[config.mk]
export PLATFORM = sky130hd
export DESIGN_NAME = trans_credit_arbiter
export DESIGN_NICKNAME = d
export VERILOG_FILES = /design/src/rtl/mchan_arb_pkg.sv /design/src/rtl/trans_rr_picker.sv /design/src/rtl/trans_credit_arbiter.sv
export SDC_FILE = /design/constraint.sdc
export NUM_CORES = 1
export LEC_CHECK = 0
export ABC_AREA = 1
export ABC_CLOCK_PERIOD_IN_PS = 1950
export BUFFER_PORTS_ARGS = -buffer_cell sky130_fd_sc_hd__clkbuf_2
export CAP_MARGIN = 20
export CELL_PAD_IN_SITES_DETAIL_PLACEMENT = 0
export CELL_PAD_IN_SITES_GLOBAL_PLACEMENT = 1
export CORE_MARGIN = 1
export CORE_UTILIZATION = 25
export CTS_CLUSTER_DIAMETER = 150
export DETAILED_ROUTE_END_ITERATION = 10
export PLACE_DENSITY_LB_ADDON = 0.1
export REMOVE_ABC_BUFFERS = 1
export SYNTH_ARGS = -nofsm -noshare
export SYNTH_HDL_FRONTEND = slang
export SYNTH_SLANG_ARGS = --single-unit
[constraint.sdc]
create_clock -name clk_i -period 1.95 [get_ports clk_i]
set_input_delay 0.2925 -clock clk_i [delete_from_list [all_inputs] [get_ports clk_i]]
set_output_delay 0.2925 -clock clk_i [all_outputs]
set_load 0.1 [all_outputs]
[src/rtl/mchan_arb_pkg.sv]
// Shared types and default sizing for the mchan transaction-queue credit arbiter.
package mchan_arb_pkg;

  localparam int NB_CTRLS_DEF        = 2;
  localparam int DATA_WIDTH_DEF      = 32;
  localparam int TRANS_CID_WIDTH_DEF = 1;
  localparam int MAX_OUTSTD_DEF      = 4;
  localparam int CNT_WIDTH_DEF       = $clog2(MAX_OUTSTD_DEF + 1);

  // Round-robin pointer is a controller index.
  localparam int RR_PTR_W = TRANS_CID_WIDTH_DEF;

  typedef logic [TRANS_CID_WIDTH_DEF-1:0] cid_t;
  typedef logic [CNT_WIDTH_DEF-1:0]       cnt_t;

endpackage

[src/rtl/trans_rr_picker.sv]
// Combinational round-robin picker: first eligible index at or after the
// pointer, searching modulo NB_CTRLS.
module trans_rr_picker
  import mchan_arb_pkg::*;
#(
  parameter int NB_CTRLS = NB_CTRLS_DEF,
  parameter int IDX_W    = $clog2(NB_CTRLS)
) (
  input  logic [NB_CTRLS-1:0] i_elig,
  input  logic [IDX_W-1:0]    i_ptr,
  output logic [NB_CTRLS-1:0] o_gnt,
  output logic [IDX_W-1:0]    o_win,
  output logic                o_valid
);

  logic [IDX_W-1:0] w_idx;

  // Walk offsets from farthest to nearest so the nearest eligible index wins.
  always_comb begin
    o_gnt   = '0;
    o_win   = '0;
    o_valid = 1'b0;
    w_idx   = '0;
    for (int i = NB_CTRLS - 1; i >= 0; i--) begin
      w_idx   = IDX_W'((int'(i_ptr) + i) % NB_CTRLS);
      o_win   = i_elig[w_idx] ? w_idx : o_win;
      o_valid = o_valid | i_elig[w_idx];
    end
    o_gnt[o_win] = o_valid;
  end

endmodule

[src/rtl/trans_credit_arbiter.sv]
// Round-robin arbiter with per-controller in-flight credits, feeding a single
// transaction queue through a one-entry registered req/gnt output stage.
module trans_credit_arbiter
  import mchan_arb_pkg::*;
#(
  parameter int NB_CTRLS        = NB_CTRLS_DEF,
  parameter int DATA_WIDTH      = DATA_WIDTH_DEF,
  parameter int TRANS_CID_WIDTH = TRANS_CID_WIDTH_DEF,
  parameter int MAX_OUTSTD      = MAX_OUTSTD_DEF,
  parameter int CNT_WIDTH       = $clog2(MAX_OUTSTD + 1)
) (
  input  logic                                 clk_i,
  input  logic                                 rst_i,
  input  logic [NB_CTRLS-1:0]                  req_i,
  output logic [NB_CTRLS-1:0]                  gnt_o,
  input  logic [NB_CTRLS-1:0][DATA_WIDTH-1:0]  data_i,
  output logic                                 req_o,
  input  logic                                 gnt_i,
  output logic [DATA_WIDTH-1:0]                data_o,
  output logic [TRANS_CID_WIDTH-1:0]           cid_o,
  input  logic                                 done_i,
  input  logic [TRANS_CID_WIDTH-1:0]           done_cid_i,
  output logic [NB_CTRLS-1:0][CNT_WIDTH-1:0]   outstd_o,
  output logic                                 err_o,
  output logic                                 busy_o
);

  logic [NB_CTRLS-1:0]                w_elig;
  logic [NB_CTRLS-1:0]                w_pick_gnt;
  logic [NB_CTRLS-1:0]                w_inc;
  logic [NB_CTRLS-1:0]                w_dec;
  logic [NB_CTRLS-1:0]                w_uflow;
  logic [TRANS_CID_WIDTH-1:0]         w_win;
  logic [TRANS_CID_WIDTH-1:0]         w_ptr_nxt;
  logic                               w_valid;
  logic                               w_free;
  logic                               w_grant;
  logic                               w_cid_bad;

  logic                               r_req;
  logic [DATA_WIDTH-1:0]              r_data;
  logic [TRANS_CID_WIDTH-1:0]         r_cid;
  logic [TRANS_CID_WIDTH-1:0]         r_ptr;
  logic [NB_CTRLS-1:0][CNT_WIDTH-1:0] r_cnt;
  logic                               r_err;

  // Eligibility from registered counts only; same-cycle completions do not help.
  always_comb begin
    w_elig = '0;
    for (int k = 0; k < NB_CTRLS; k++) begin
      w_elig[k] = req_i[k] && (r_cnt[k] < CNT_WIDTH'(MAX_OUTSTD));
    end
  end

  trans_rr_picker #(
    .NB_CTRLS (NB_CTRLS),
    .IDX_W    (TRANS_CID_WIDTH)
  ) u_picker (
    .i_elig  (w_elig),
    .i_ptr   (r_ptr),
    .o_gnt   (w_pick_gnt),
    .o_win   (w_win),
    .o_valid (w_valid)
  );

  assign w_free  = !r_req || gnt_i;
  assign gnt_o   = (w_free && w_valid && !rst_i) ? w_pick_gnt : '0;
  assign w_grant = |gnt_o;
  assign w_inc   = gnt_o;

  // Pointer advances to the index just past the winner, wrapping at NB_CTRLS.
  always_comb begin
    if (w_win == TRANS_CID_WIDTH'(NB_CTRLS - 1)) begin
      w_ptr_nxt = '0;
    end else begin
      w_ptr_nxt = w_win + TRANS_CID_WIDTH'(1);
    end
  end

  // Decode completions into per-controller decrements and underflow attempts.
  always_comb begin
    w_dec   = '0;
    w_uflow = '0;
    for (int k = 0; k < NB_CTRLS; k++) begin
      w_dec[k]   = done_i && (done_cid_i == TRANS_CID_WIDTH'(k));
      w_uflow[k] = w_dec[k] && !w_inc[k] && (r_cnt[k] == '0);
    end
  end

  assign w_cid_bad = done_i &&
                     ({1'b0, done_cid_i} >= (TRANS_CID_WIDTH + 1)'(NB_CTRLS));

  // One-entry output stage; loads on grant, drains when the slot frees up idle.
  always_ff @(posedge clk_i) begin
    if (rst_i) begin
      r_req  <= 1'b0;
      r_data <= '0;
      r_cid  <= '0;
      r_ptr  <= '0;
    end else if (w_grant) begin
      r_req  <= 1'b1;
      r_data <= data_i[w_win];
      r_cid  <= w_win;
      r_ptr  <= w_ptr_nxt;
    end else if (w_free) begin
      r_req  <= 1'b0;
    end else begin
      r_req  <= r_req;
    end
  end

  // Credit counters: grant takes a credit, completion returns one, both cancel.
  always_ff @(posedge clk_i) begin
    for (int k = 0; k < NB_CTRLS; k++) begin
      if (rst_i) begin
        r_cnt[k] <= '0;
      end else begin
        case ({w_inc[k], w_dec[k]})
          2'b10:   r_cnt[k] <= r_cnt[k] + CNT_WIDTH'(1);
          2'b01:   r_cnt[k] <= (r_cnt[k] == '0) ? r_cnt[k] : r_cnt[k] - CNT_WIDTH'(1);
          default: r_cnt[k] <= r_cnt[k];
        endcase
      end
    end
  end

  // Error pulse one cycle after an underflow attempt or an out-of-range cid.
  always_ff @(posedge clk_i) begin
    if (rst_i) begin
      r_err <= 1'b0;
    end else begin
      r_err <= (|w_uflow) || w_cid_bad;
    end
  end

  assign req_o    = r_req;
  assign data_o   = r_data;
  assign cid_o    = r_cid;
  assign outstd_o = r_cnt;
  assign err_o    = r_err;
  assign busy_o   = r_req || (|r_cnt);

endmodule

==> flow_summary.json <==
{
  "power_frac_seq": 0.375,
  "grt_pass1_vias": 1921,
  "path_max_fanout": 4,
  "place_congestion": 0.719,
  "synth.distinct_cells": 22,
  "area_growth_pct": 46.3,
  "fin_tns_setup_ns": 0,
  "status": "finished, final reports clean",
  "start_util": 0.262,
  "whs_ns": 0.232,
  "maxCapViolations": 0,
  "final_util": 0.383,
  "cts_tree": "yes",
  "critical_path_depth": 7,
  "peakVddDrop_uv": 325,
  "clk_latency_ns": 0.29,
  "r2r_slack_ns": 0.20,
  "yosysWarnings": 0,
  "hold_buffers": 0,
  "worst_slew_pin_slew_ns": 0.562,
  "dieWidth_um": 89.6,
  "synthMuxAreaShare": 0,
  "drtIter0Drc": 76,
  "fin_crit_ns": 1.81,
  "clkPwrFrac": 0.230,
  "crit_type": "reg -> out",
  "cts_buffer_depth": 2,
  "leakagePower_nw": 1.38,
  "nNetsFinal": 464,
  "antenna_cells": 0,
  "p_sw_frac": 0.444,
  "cp-start-kind": "flop",
  "clkSlewWorstSetupHoldPaths_ns": 0.08,
  "finalCritPeriodShare": 0.929,
  "end_kind": "primary output",
  "crit_slowest_cell": "dfxtp_1",
  "antenna_found_initial": 0,
  "crit_required_ns": 1.66,
  "yosys.area.top_type": "dfxtp_1",
  "grt_max_degree": 37,
  "crit_chain": "inv_2 > nand3_2 > nand2_4 > nand3_2 > buf_4 > inv_2 > buf_12",
  "fin_skew_ns": 0.00698,
  "critical_path.max_stage_delay_ns": 0.35,
  "powerDensity_nw_per_um2": 921,
  "finalHoldViolCount": 0,
  "hpwl_um": 4450,
  "syn_area_um2": 1920,
  "avgSynthCellArea_um2": 7.19,
  "core_area_um2": 7330,
  "htree_levels": 2,
  "grt_pass1_wl_um": 9250,
  "synthXorXnorAreaFrac": 0.00456,
  "critPathTopFamily": "buffers and inverters",
  "synth_simple_gate_area_frac": 0.310,
  "ioPinCount": 115,
  "grt-ovfl-total": 0,
  "path_buf_inv": 4,
  "drt_wl_total_um": 6180,
  "synth_compound_area_frac": 0.138,
  "drive_gt1_frac": 0.383,
  "whs_path_depth": 3,
  "maxSlewViolCount": 0,
  "synth_area_leaders": "dfxtp_1 44%, nand2_1 23%, a31oi_1 10%",
  "p_int_mw": 1.44,
  "via_count": 2085,
  "rows": 31,
  "synth_top_family_by_area": "simple AND/OR/NAND/NOR gates",
  "die_h_um": 89.6,
  "port_buffers": 114,
  "fmax_mhz": 552,
  "arrival_ns": 1.52,
  "cts.sinks": 42,
  "ant_nets": 0,
  "die_area_um2": 8030,
  "synth_top_area_frac": 0.438,
  "ctsRootBufferMaster": "clkbuf_8",
  "hp-class": "in -> reg",
  "ff2ff_path_depth": 15,
  "yosys.area_share.adder": 0.0169,
  "setup_violations": 0,
  "wl_per_cell_um": 12.6,
  "numCtsBuffers": 5,
  "grt.total_usage": 0.152,
  "ys_seq_area_frac": 0.438,
  "viasPerCell": 4.25,
  "drc": 0,
  "slew_headroom": 0.627,
  "drt_pre_antenna_iters": 4,
  "combPwrFrac": 0.395,
  "power.switching_mw": 1.15,
  "postSynthRegisterBits": 42,
  "syn_inst": 267
}
[metal layers]
metal	part of all wire	up-vias	track usage
li1	-	1113	-
met1	0.44	901	0.189
met2	0.48	66	0.251
met3	0.079	5	0.0512
met4	0.0094	0	0.0433
met5	0	-	0
[power by group through the flow]
stage	Sequential [mW]	Combinational [mW]	Clock, mW
6_report	0.970	1.02	0.594
5_1_grt	0.980	1.09	0.663
4_1_cts	0.970	1.01	0.627
3_5_place_dp	0.989	1.01	0
3_3_place_gp	0.988	1.01	0
2_1_floorplan	1.47	0.275	0
[cell usage in the layout, fill, tap and decap left out]
| cell | instances |
|---|---|
| clkbuf_8 | 6 |
| o21ai_0 | 4 |
| nand4_1 | 4 |
| dfxtp_1 | 41 |
| nand2_1 | 115 |
| nand3_2 | 2 |
| clkinv_2 | 1 |
| dfxtp_2 | 1 |
| nand2_4 | 2 |
| buf_12 | 4 |
| fa_1 | 1 |
| clkinvlp_4 | 1 |
| nor2_1 | 12 |
| ha_1 | 1 |
| a31oi_1 | 32 |
| nand3_1 | 6 |
| a211oi_1 | 1 |
| a21oi_4 | 1 |
| buf_4 | 14 |
| nor2_8 | 1 |
| clkbuf_2 | 112 |
| xor2_1 | 1 |
| o22ai_1 | 1 |
| inv_2 | 2 |
| a21oi_1 | 3 |
| inv_1 | 20 |
| nand2_2 | 3 |
[final timing paths]
check	start	to
setup / recovery	outstd_o[2]$_SDFFE_PP0P_	gnt_o[0]
setup reg to reg	outstd_o[2]$_SDFFE_PP0P_	outstd_o[2]$_SDFFE_PP0P_
hold reg to reg	cid_o$_SDFFE_PP0P_	cid_o$_SDFFE_PP0P_
hold / removal	data_i[31]	data_o[31]$_SDFFE_PP0P_
[registers in the layout (all words and copies together), names as in the netlist]
name	cells
req_o	1
err_o	1
r_ptr	1
outstd_o	6
cid_o	1
data_o	32
[tightest hold or removal path: stages]
cell,delay (ns)
clkbuf_2,0.08
nand2_1,0.05
a31oi_1,0.06
[synth_stat cells]
master / count
nand2_1: 118
o22ai_1: 1
nand3_1: 8
nand4_1: 4
inv_1: 20
a21oi_1: 3
inv_2: 2
fa_1: 1
nor2_1: 12
buf_2: 3
a31oi_1: 32
buf_6: 4
a211oi_1: 1
xor2_1: 1
clkbuf_1: 3
ha_1: 1
a21oi_4: 1
nor2_8: 1
dfxtp_1: 42
o21ai_0: 4
nand2_4: 2
buf_4: 3
[logic make-up after synthesis]
family	Yosys count
flip-flops	42
AO/OA/AOI/OAI	42
adder cells (fa/ha/maj)	2
buffers and inverters	35
AND/OR/NAND/NOR	145
XOR/XNOR	1
[what timing repair did]
action                                  in CTS  in global routing
setup buffers                                0                  7
endpoints found under the setup margin       0                  4
resized for setup                            0                  6
[cell type report]
type	count	area [um^2]
clock buffers	6	82.6
clock inverters	2	12.5
fillers	809	4520
inverters	22	82.6
multi-input cells	190	920
flip-flops and latches	42	842
well taps	99	124
repair buffers	130	746
[per-stage QoR]
| step | instances | area (um^2) | setup slack, ns | power [mW] |
|---|---|---|---|---|
| 2_1_floorplan | 254 | 1830 | -0.555 | 1.74 |
| 5_1_grt | 491 | 2810 | -0.00859 | 2.73 |
| 4_1_cts | 484 | 2730 | 0.00256 | 2.60 |
| 3_5_place_dp | 476 | 2630 | 0.104 | 1.99 |
| 6_report | 491 | 2810 | 0.139 | 2.59 |
| 3_3_place_gp | 476 | 2630 | 0.166 | 2.00 |
No activity file was read; power rests on OpenSTA's default activity.
